### src/rtl/db_fsm_if.sv
// Signal bundle between a switch debouncer and its user: the tick and raw switch go in,
// the debounced level and edge pulses come out.
interface db_fsm_if;
    logic tick;
    logic sw_in;
    logic db_level;
    logic db_rise;
    logic db_fall;

    modport master (
        output tick,
        output sw_in,
        input  db_level,
        input  db_rise,
        input  db_fall
    );

    modport slave (
        input  tick,
        input  sw_in,
        output db_level,
        output db_rise,
        output db_fall
    );
endinterface

### src/rtl/db_fsm.sv
// Switch debouncer: two-flop synchronizer followed by a ZERO/WAIT1/ONE/WAIT0 FSM that
// only accepts a new level after it has stayed stable for STABLE_TICKS tick pulses.
module db_fsm #(
    parameter int STABLE_TICKS = 3
) (
    input  logic     clk,
    input  logic     rst,
    db_fsm_if.slave  bus
);

    typedef enum logic [1:0] {
        ZERO  = 2'd0,
        WAIT1 = 2'd1,
        ONE   = 2'd2,
        WAIT0 = 2'd3
    } state_t;

    localparam logic [3:0] LAST_CNT = 4'(STABLE_TICKS - 1);

    logic   sync1_q, sync2_q;
    logic   sw_s;
    state_t state_q, state_d;
    logic [3:0] cnt_q, cnt_d;
    logic   rise_q, rise_d;
    logic   fall_q, fall_d;

    assign sw_s = sync2_q;

    always_ff @(posedge clk or posedge rst) begin
        if (rst) begin
            sync1_q <= 1'b0;
            sync2_q <= 1'b0;
            state_q <= ZERO;
            cnt_q   <= 4'd0;
            rise_q  <= 1'b0;
            fall_q  <= 1'b0;
        end else begin
            sync1_q <= bus.sw_in;
            sync2_q <= sync1_q;
            state_q <= state_d;
            cnt_q   <= cnt_d;
            rise_q  <= rise_d;
            fall_q  <= fall_d;
        end
    end

    // Entering a WAIT state clears cnt, so a tick in the entry cycle is never counted.
    // A level change on sw_s is checked before tick, so bounce always wins over a tick.
    always_comb begin
        state_d = state_q;
        cnt_d   = cnt_q;
        rise_d  = 1'b0;
        fall_d  = 1'b0;
        case (state_q)
            ZERO: begin
                if (sw_s) begin
                    state_d = WAIT1;
                    cnt_d   = 4'd0;
                end
            end
            WAIT1: begin
                if (!sw_s) begin
                    state_d = ZERO;
                    cnt_d   = 4'd0;
                end else if (bus.tick) begin
                    if (cnt_q >= LAST_CNT) begin
                        state_d = ONE;
                        cnt_d   = 4'd0;
                        rise_d  = 1'b1;
                    end else begin
                        cnt_d = cnt_q + 4'd1;
                    end
                end
            end
            ONE: begin
                if (!sw_s) begin
                    state_d = WAIT0;
                    cnt_d   = 4'd0;
                end
            end
            WAIT0: begin
                if (sw_s) begin
                    state_d = ONE;
                    cnt_d   = 4'd0;
                end else if (bus.tick) begin
                    if (cnt_q >= LAST_CNT) begin
                        state_d = ZERO;
                        cnt_d   = 4'd0;
                        fall_d  = 1'b1;
                    end else begin
                        cnt_d = cnt_q + 4'd1;
                    end
                end
            end
            default: begin
                state_d = ZERO;
                cnt_d   = 4'd0;
            end
        endcase
    end

    assign bus.db_level = (state_q == ONE) || (state_q == WAIT0);
    assign bus.db_rise  = rise_q;
    assign bus.db_fall  = fall_q;

endmodule

### src/flat_wrapper.sv
// flat-port wrapper written by rule: the top's interface ports become plain ports
module db_fsm_flat 
#(
    parameter int STABLE_TICKS = 3
)
  (clk, rst, bus_tick, bus_sw_in, bus_db_level, bus_db_rise, bus_db_fall);
  db_fsm_if bus_i ();
  input  logic clk;
  input  logic rst;
  input wire logic [$bits(bus_i.tick)-1:0] bus_tick;
  input wire logic [$bits(bus_i.sw_in)-1:0] bus_sw_in;
  output wire logic [$bits(bus_i.db_level)-1:0] bus_db_level;
  output wire logic [$bits(bus_i.db_rise)-1:0] bus_db_rise;
  output wire logic [$bits(bus_i.db_fall)-1:0] bus_db_fall;
  assign bus_i.tick = bus_tick;
  assign bus_i.sw_in = bus_sw_in;
  assign bus_db_level = bus_i.db_level;
  assign bus_db_rise = bus_i.db_rise;
  assign bus_db_fall = bus_i.db_fall;
  db_fsm #(.STABLE_TICKS(STABLE_TICKS)) u_core (.clk(clk), .rst(rst), .bus(bus_i));
endmodule
### config.mk
export PLATFORM = sky130hd
export DESIGN_NAME = db_fsm_flat
export DESIGN_NICKNAME = d
export VERILOG_FILES = /design/src/rtl/db_fsm_if.sv /design/src/rtl/db_fsm.sv /design/src/flat_wrapper.sv
export SDC_FILE = /design/constraint.sdc
export NUM_CORES = 1
export LEC_CHECK = 0
export BUFFER_PORTS_ARGS = -buffer_cell sky130_fd_sc_hd__buf_2
export CELL_PAD_IN_SITES_DETAIL_PLACEMENT = 0
export CELL_PAD_IN_SITES_GLOBAL_PLACEMENT = 1
export CORE_MARGIN = 2
export CORE_UTILIZATION = 32
export DETAILED_ROUTE_END_ITERATION = 8
export GPL_TIMING_DRIVEN = 0
export PLACE_DENSITY_LB_ADDON = 0.1
export SYNTH_ARGS = -nofsm -noshare
export SYNTH_HDL_FRONTEND = slang
export SYNTH_SLANG_ARGS = --single-unit
### constraint.sdc
create_clock -name clk -period 1.85 [get_ports clk]
set_input_delay 0.4625 -clock clk [delete_from_list [all_inputs] [get_ports clk]]
set_output_delay 0.4625 -clock clk [all_outputs]
set_load 0.02 [all_outputs]
==> results of run 1 <==
-- cell usage after synthesis --
| library cell | count |
|---|---|
| a32o_1 | 1 |
| and2_2 | 2 |
| dfrtp_1 | 10 |
| dlygate4sd1_1 | 1 |
| ha_1 | 2 |
| inv_1 | 3 |
| mux2_2 | 1 |
| mux2i_1 | 1 |
| nand2_1 | 1 |
| nand2b_1 | 1 |
| nand4_1 | 1 |
| nor2_1 | 1 |
| nor3b_1 | 2 |
| nor4_1 | 1 |
| o2bb2ai_1 | 2 |
| or2_2 | 1 |
| xor2_2 | 1 |
-- worst max path at each step --
stage	endpoint	cells after the start	startpoint	slack, ps
detailed placement	flop	5	u_core.cnt_q[0]$_DFFE_PP0P_	170
floorplan	flop	5	u_core.cnt_q[0]$_DFFE_PP0P_	360
finish	flop	5	u_core.cnt_q[0]$_DFFE_PP0P_	160
CTS	flop	5	u_core.cnt_q[0]$_DFFE_PP0P_	150
global route	flop	5	u_core.cnt_q[0]$_DFFE_PP0P_	50
global placement	flop	5	u_core.cnt_q[0]$_DFFE_PP0P_	220
-- critical path: cells and delay by family (launching register included) --
family                     cells  cell delay [ps]
buffers and inverters          1               60
and+or+nand+nor                2              600
muxes                          1              330
DFF                            1              400
adders and majority gates      1              190
-- per-layer routing --
layer  track usage, %  vias to the layer above
met5                0                        -
met4             10.0                        0
met3             3.33                        2
met2             18.7                        6
met1             12.4                      120
li1                 -                      127
-- sequential cells by signal, summed over array words and instances (netlist names), named ones only --
| name | count |
|---|---|
| u_core.bus.db_fall | 1 |
| u_core.bus.db_rise | 1 |
| u_core.cnt_q | 4 |
| u_core.state_q | 1 |
| u_core.sw_s | 1 |
| u_core.sync1_q | 1 |
-- kinds of logic after synthesis --
kind of cell,count (synthesis)
compound gates,3
mux,2
simple gates,10
fa+ha+maj,2
xor+xnor,1
buf+inv,4
flops,10
-- placed cells by master, fill, tap and decap left out, drive strengths merged --
cell / instances
nand2b: 1
and2: 2
clkbuf: 4
buf: 6
mux2: 1
o2bb2ai: 2
or2: 1
dfrtp: 10
nor2: 1
xor2: 1
dlygate4sd1: 1
ha: 2
a32o: 1
mux2i: 1
nor3b: 2
nor4: 1
inv: 3
nand2: 1
nand4: 1
-- per-stage QoR --
step                      power (uW)  std cells
after floorplan                  412         32
after global placement           443         53
after detailed placement         452         53
after CTS                        658         57
after global routing             689         57
final                            640         57
-- power by group --
group	internal (uW)	total [uW]	leakage (uW)	switching (uW)
logic	75.0	155	0.000101	79.8
registers	253	290	0.000131	37.3
clock network	119	195	0.0000210	75.2
-- layout make-up --
class | count | share of cell area [%]
flip-flops and latches | 10 | 49.3
plain buffers | 1 | 1.72
well taps | 15 | 3.69
multi-input cells | 18 | 30.0
inverters | 3 | 2.22
clock buffers | 4 | 7.14
repair buffers | 6 | 5.91
==> summary.txt, run 1 <==
Routing
  – DRC Markers: 0
  – Via density: 4.47
  – Max layer used: met4
  – M1 WL: 262 um
  – Post-route ant nets: 0
  – Final WL: 638 um
  – WL/cell: 11.2 um
  – Violation count after the first detailed-route iteration: 1
  – Drt pass-1 iters: 2
  – Met3 routed WL: 28 um
  – Met2 wire length: 341 um
  – Routed vias: 255

Layout
  – NumNets Final: 49
  – Filler instances: 138
  – Final Util: 40.0%
  – Final instance area: 508 um2
  – Layout area overhead: 20.1%
  – Storage cell area: 250 um2
  – Share of layout cells above drive strength 1: 35.7%
  – Multi-input logic area: 153 um2
  – Antenna diode count: 0

Global routing
  – Total track usage: 11.7%
  – Largest net degree at the start of global routing: 11
  – Antenna violations before repair: 0
  – Vias in the first global route: 273
  – First-pass GRT wire length: 1.16 mm
  – Grt ovf: 0

STA
  – Setup violators final: 0
  – Hold WS: 159 ps
  – Final Cycle Share: 91.2%
  – Slew HR: 68.5%
  – Final Slew Violations: 0
  – Worst setup margin: 163 ps
  – RSZ-0062 raised after global routing: false
  – Peak Freq: 593 MHz
  – Fin crit period: 1690 ps
  – Clock skew: 2.17 ps
  – Setup TNS: 0 ps
  – Worst slew pin tran: 468 ps
  – Endpoints failing hold: 0

CTS
  – Post-CTS sizing: 0
  – CTS sink cnt: 10
  – Clock root cell: clkbuf_4
  – H-tree depth: 1
  – Latest clock arrival within the worst-skew pair: 260 ps
  – Post-CTS Setup Inserts: 0
  – Clk slew on worst S/H paths: 70 ps
  – Post-CTS Hold Buffers: 0
  – Clock buffer depth: 2
  – Num CTS Buffers: 3
  – CTS tree: yes

Critical path
  – CP max stage cell: dfrtp_1
  – Flop-to-flop setup slack: 160 ps
  – CP Max Fanout: 4
  – Critical path data arrival time: 1840 ps
  – Crit path launch type: flop
  – Slowest cell delay on critical path: 400 ps
  – Critical setup path kind: reg -> reg
  – RR Startpoint: u_core.cnt_q[0]$_DFFE_PP0P_
  – WP data required: 2000 ps
  – Setup crit end kind: flop
  – Worst Reg2Reg Path Length in Cells: 5
  – Crit path cell chain: inv_1 > ha_1 > nor4_1 > or2_2 > mux2_2

Floorplanning
  – Die area: 0.00163 mm2
  – Starting Density: 33.3%
  – Row cnt: 13
  – I/O pin count: 7
  – Core area: 0.00127 mm2
  – DIE WIDTH: 40.4 um
  – Chip height: 40.4 um

Placement
  – Area of placed instances: 472 um2
  – Number of I/O port buffers: 6
  – Placer Congestion: 0.628
  – Worst slack, placed: 169 ps

Synthesis
  – Post-Syn Area: 423 um2
  – Largest family of logic cells by synthesized area: simple AND/OR/NAND/NOR gates
  – Syn Inst Count: 32
  – Ranking of synthesized cells by area: dfrtp_1, ha_1, o2bb2ai_1
  – Mux cell area share after synthesis: 5.03%
  – Synth unique cells: 17
  – Syn Area/Cell: 13.2 um2
  – Adder-Cell Fraction of Synth Area: 5.92%
  – Top-area cell type share of the netlist area: 59.2%
  – Mapped Nets: 38
  – Compound-cell area share of the yosys netlist: 6.51%
  – Area leader, netlist: dfrtp_1
  – Synthesis-stage register bit count: 10
  – Sequential area share after synthesis: 59.2%
  – Synth Area in Simple Gates: 14.8%
  – Xor-xnor portion of the synthesized cell area: 3.85%
  – Synth Warn #: 0

Hold path
  – Hold Path Class: in -> async

Power
  – Power per cell area: 1260 mW/mm2
  – VDD IR-drop max: 0.482 mV
  – Leakage power: 0.000253 uW

Outcome
  – Run status: complete, no violations

Job
  – Number of max-cap violations: 0
Note: power is estimated with default switching activity, not from simulation.
==> run 2, diff against run 1 <==
- GPL_TIMING_DRIVEN: 0 -> 1
==> run 2 against run 1 <==
Fmax increased by 8.5%. Critical path type unchanged. Highest routed layer is now met3. Non-clock buffer count shrank 1. Cell area shrank 0.49%. Register-to-register slack better by 130 ps. Sequential share of layout area is 0.24 points higher. Flip-flop and latch count did not move. Critical path depth unchanged. Final cell count decreased by 1.8%. Die area unchanged. Total power is 0.43% lower.
==> summary.txt, run 2 (synthesized netlist as in run 1, its figures left out) <==
Layout
  – Largest register FFs: 4 (unchanged)
  – Antenna diode count: 0 (unchanged)
  – NumNets Final: 48 (was 49)
  – Commonest non-fill, non-tap cells in the layout: dfrtp_1, buf_2, inv_1, clkbuf_4 (unchanged)
  – Share of layout cells above drive strength 1: 39.0% (was 35.7%)
  – Final std cells w/o fill: 56 (was 57)
  – Largest Register: u_core.cnt_q (unchanged)
  – Filler instances: 139 (was 138)
  – Layout area overhead: 19.5% (was 20.1%)
  – Leading cell type in the layout, fill and taps excluded: dfrtp_1 (unchanged)

Global routing
  – Total track usage: 12.7% (was 11.7%)
  – Grt ovf: 0 (unchanged)
  – Vias in the first global route: 302 (was 273)
  – Antenna violations before repair: 0 (unchanged)
  – Largest net degree at the start of global routing: 11 (unchanged)
  – First-pass GRT wire length: 1.29 mm (was 1.16 mm)

CTS
  – Post-CTS Setup Inserts: 0 (unchanged)
  – H-tree depth: 1 (unchanged)
  – Latest clock arrival within the worst-skew pair: 260 ps (about the same)
  – CTS sink cnt: 10 (unchanged)
  – Num CTS Buffers: 3 (unchanged)
  – Clk slew on worst S/H paths: 70 ps (about the same)
  – Clock root cell: clkbuf_4 (unchanged)
  – Clock buffer depth: 2 (unchanged)
  – CTS tree: yes (unchanged)

Critical path
  – CP delay by family, top: simple AND/OR/NAND/NOR gates (unchanged)
  – Critical setup path kind: reg -> reg (unchanged)
  – CP Max Fanout: 4 (unchanged)
  – Setup crit end kind: flop (unchanged)
  – Slowest cell delay on critical path: 400 ps (about the same)
  – Crit path cell chain: inv_1 > ha_1 > nor4_2 > or2_2 > mux2_2 (was inv_1 > ha_1 > nor4_1 > or2_2 > mux2_2)
  – WP data required: 1990 ps (was 2000 ps)
  – CP max stage cell: dfrtp_1 (unchanged)
  – Critical path data arrival time: 1700 ps (was 1840 ps)
  – Crit path launch type: flop (unchanged)
  – Flop-to-flop setup slack: 290 ps (was 160 ps)
  – CP bufs+invs: 1 (unchanged)

STA
  – Worst setup margin: 295 ps (was 163 ps)
  – Final Slew Violations: 0 (unchanged)
  – Setup violators final: 0 (unchanged)
  – Endpoints failing hold: 0 (unchanged)
  – Setup TNS: 0 ps (unchanged)
  – Worst slew pin tran: 340 ps (was 468 ps)
  – Peak Freq: 643 MHz (was 593 MHz)
  – Hold WS: 159 ps (about the same)
  – Fin crit period: 1560 ps (was 1690 ps)
  – Clock skew: 5.43 ps (was 2.17 ps)
  – RSZ-0062 raised after global routing: false (unchanged)
  – Final Cycle Share: 84.1% (was 91.2%)
  – Slew HR: 76.7% (was 68.5%)

Placement
  – HPWL Detailed: 513 um
  – Placed cells: 52 (was 53)
  – Worst slack, placed: 132 ps (was 169 ps)
  – Placer Congestion: 0.629 (was 0.628)
  – Number of I/O port buffers: 6 (unchanged)

Floorplanning
  – I/O pin count: 7 (unchanged)
  – Starting Density: 33.3% (unchanged)
  – Chip height: 40.4 um (unchanged)
  – Die area: 0.00163 mm2 (unchanged)
  – Row cnt: 13 (unchanged)
  – Core area: 0.00127 mm2 (unchanged)
  – DIE WIDTH: 40.4 um (unchanged)

Routing
  – DRC Markers: 0 (unchanged)
  – Routed vias: 260 (was 255)
  – Final WL: 680 um (was 638 um)
  – Drt pass-1 iters: 2 (unchanged)
  – Violation count after the first detailed-route iteration: 1 (unchanged)
  – Post-route ant nets: 0 (unchanged)
  – Via density: 4.64 (was 4.47)
  – WL/cell: 12.1 um (was 11.2 um)

Hold path
  – Hold Path Class: in -> async (unchanged)

Power
  – Switching share of power: 30.2% (was 30.1%)
  – Power per cell area: 1260 mW/mm2 (about the same)
  – Gate power share: 24.1% (was 24.2%)
  – Reg power frac: 45.9% (was 45.4%)
  – VDD IR-drop max: 0.457 mV (was 0.482 mV)
  – P_sw: 193 uW (was 192 uW)
  – Clk network pwr share: 30.0% (was 30.4%)
  – Final Total Pwr: 637 uW (was 640 uW)
  – Leakage power: 0.000248 uW (was 0.000253 uW)
  – Int Power: 444 uW (was 447 uW)

Outcome
  – Run status: complete, no violations (unchanged)

Job
  – Number of max-cap violations: 0 (unchanged)
-- run 2: cell count changes in the layout (fill, tap and decap cells not counted), sizes merged --
cell / delta
dlygate4sd1: -1
-- run 2: worst paths after layout --
check,startpoint,to,cells past startpoint
worst max-delay path,u_core.cnt_q[0]$_DFFE_PP0P_,flop,5
worst min register to register,u_core.sync1_q$_DFF_PP0_,u_core.sw_s$_DFF_PP0_,0
worst max register to register,u_core.cnt_q[0]$_DFFE_PP0P_,flop,5
worst min-delay path,rst,u_core.bus.db_rise$_DFF_PP0_,2
max in group asynchronous,rst,u_core.cnt_q[1]$_DFFE_PP0P_,2
min in group clk,bus_sw_in,u_core.sync1_q$_DFF_PP0_,1
-- run 2: layout make-up --
class | instances | area (um2) | area share (%)
clock buffer | 4 | 36.3 | 7.18
inverter | 3 | 11.3 | 2.23
multi-input combinational | 18 | 159 | 31.4
sequential | 10 | 250 | 49.5
tap | 15 | 18.8 | 3.71
timing repair buffer | 6 | 30.0 | 5.94
-- run 2: power by group through the flow --
stage	Combinational, uW	Sequential [uW]	Clock [uW]
2_1_floorplan	123	289	0
3_3_place_gp	151	292	0
3_5_place_dp	153	296	0
4_1_cts	154	292	202
5_1_grt	175	301	218
6_report	154	292	191
-- run 2: stage by stage --
step | util, % | area [um2]
final | 39.8 | 505
after global routing | 39.8 | 505
after global placement | 36.5 | 463
after CTS | 39.3 | 499
after floorplan | - | 423
after detailed placement | 36.5 | 463
-- run 2: per-layer routing --
metal  up-vias  GRT usage (%)  share of wire (%)
li1        128              -                  -
met1       128           13.9                 37
met2         4           21.8                 60
met3         0           3.33                2.8
met4         0           7.50                  0
met5         -              0                  0
-- run 2: what timing repair did --
item	CTS	global route
setup endpoints to repair	0	1
gates resized for setup	0	1
hold endpoints to repair	0	0
hold buffers	0	0
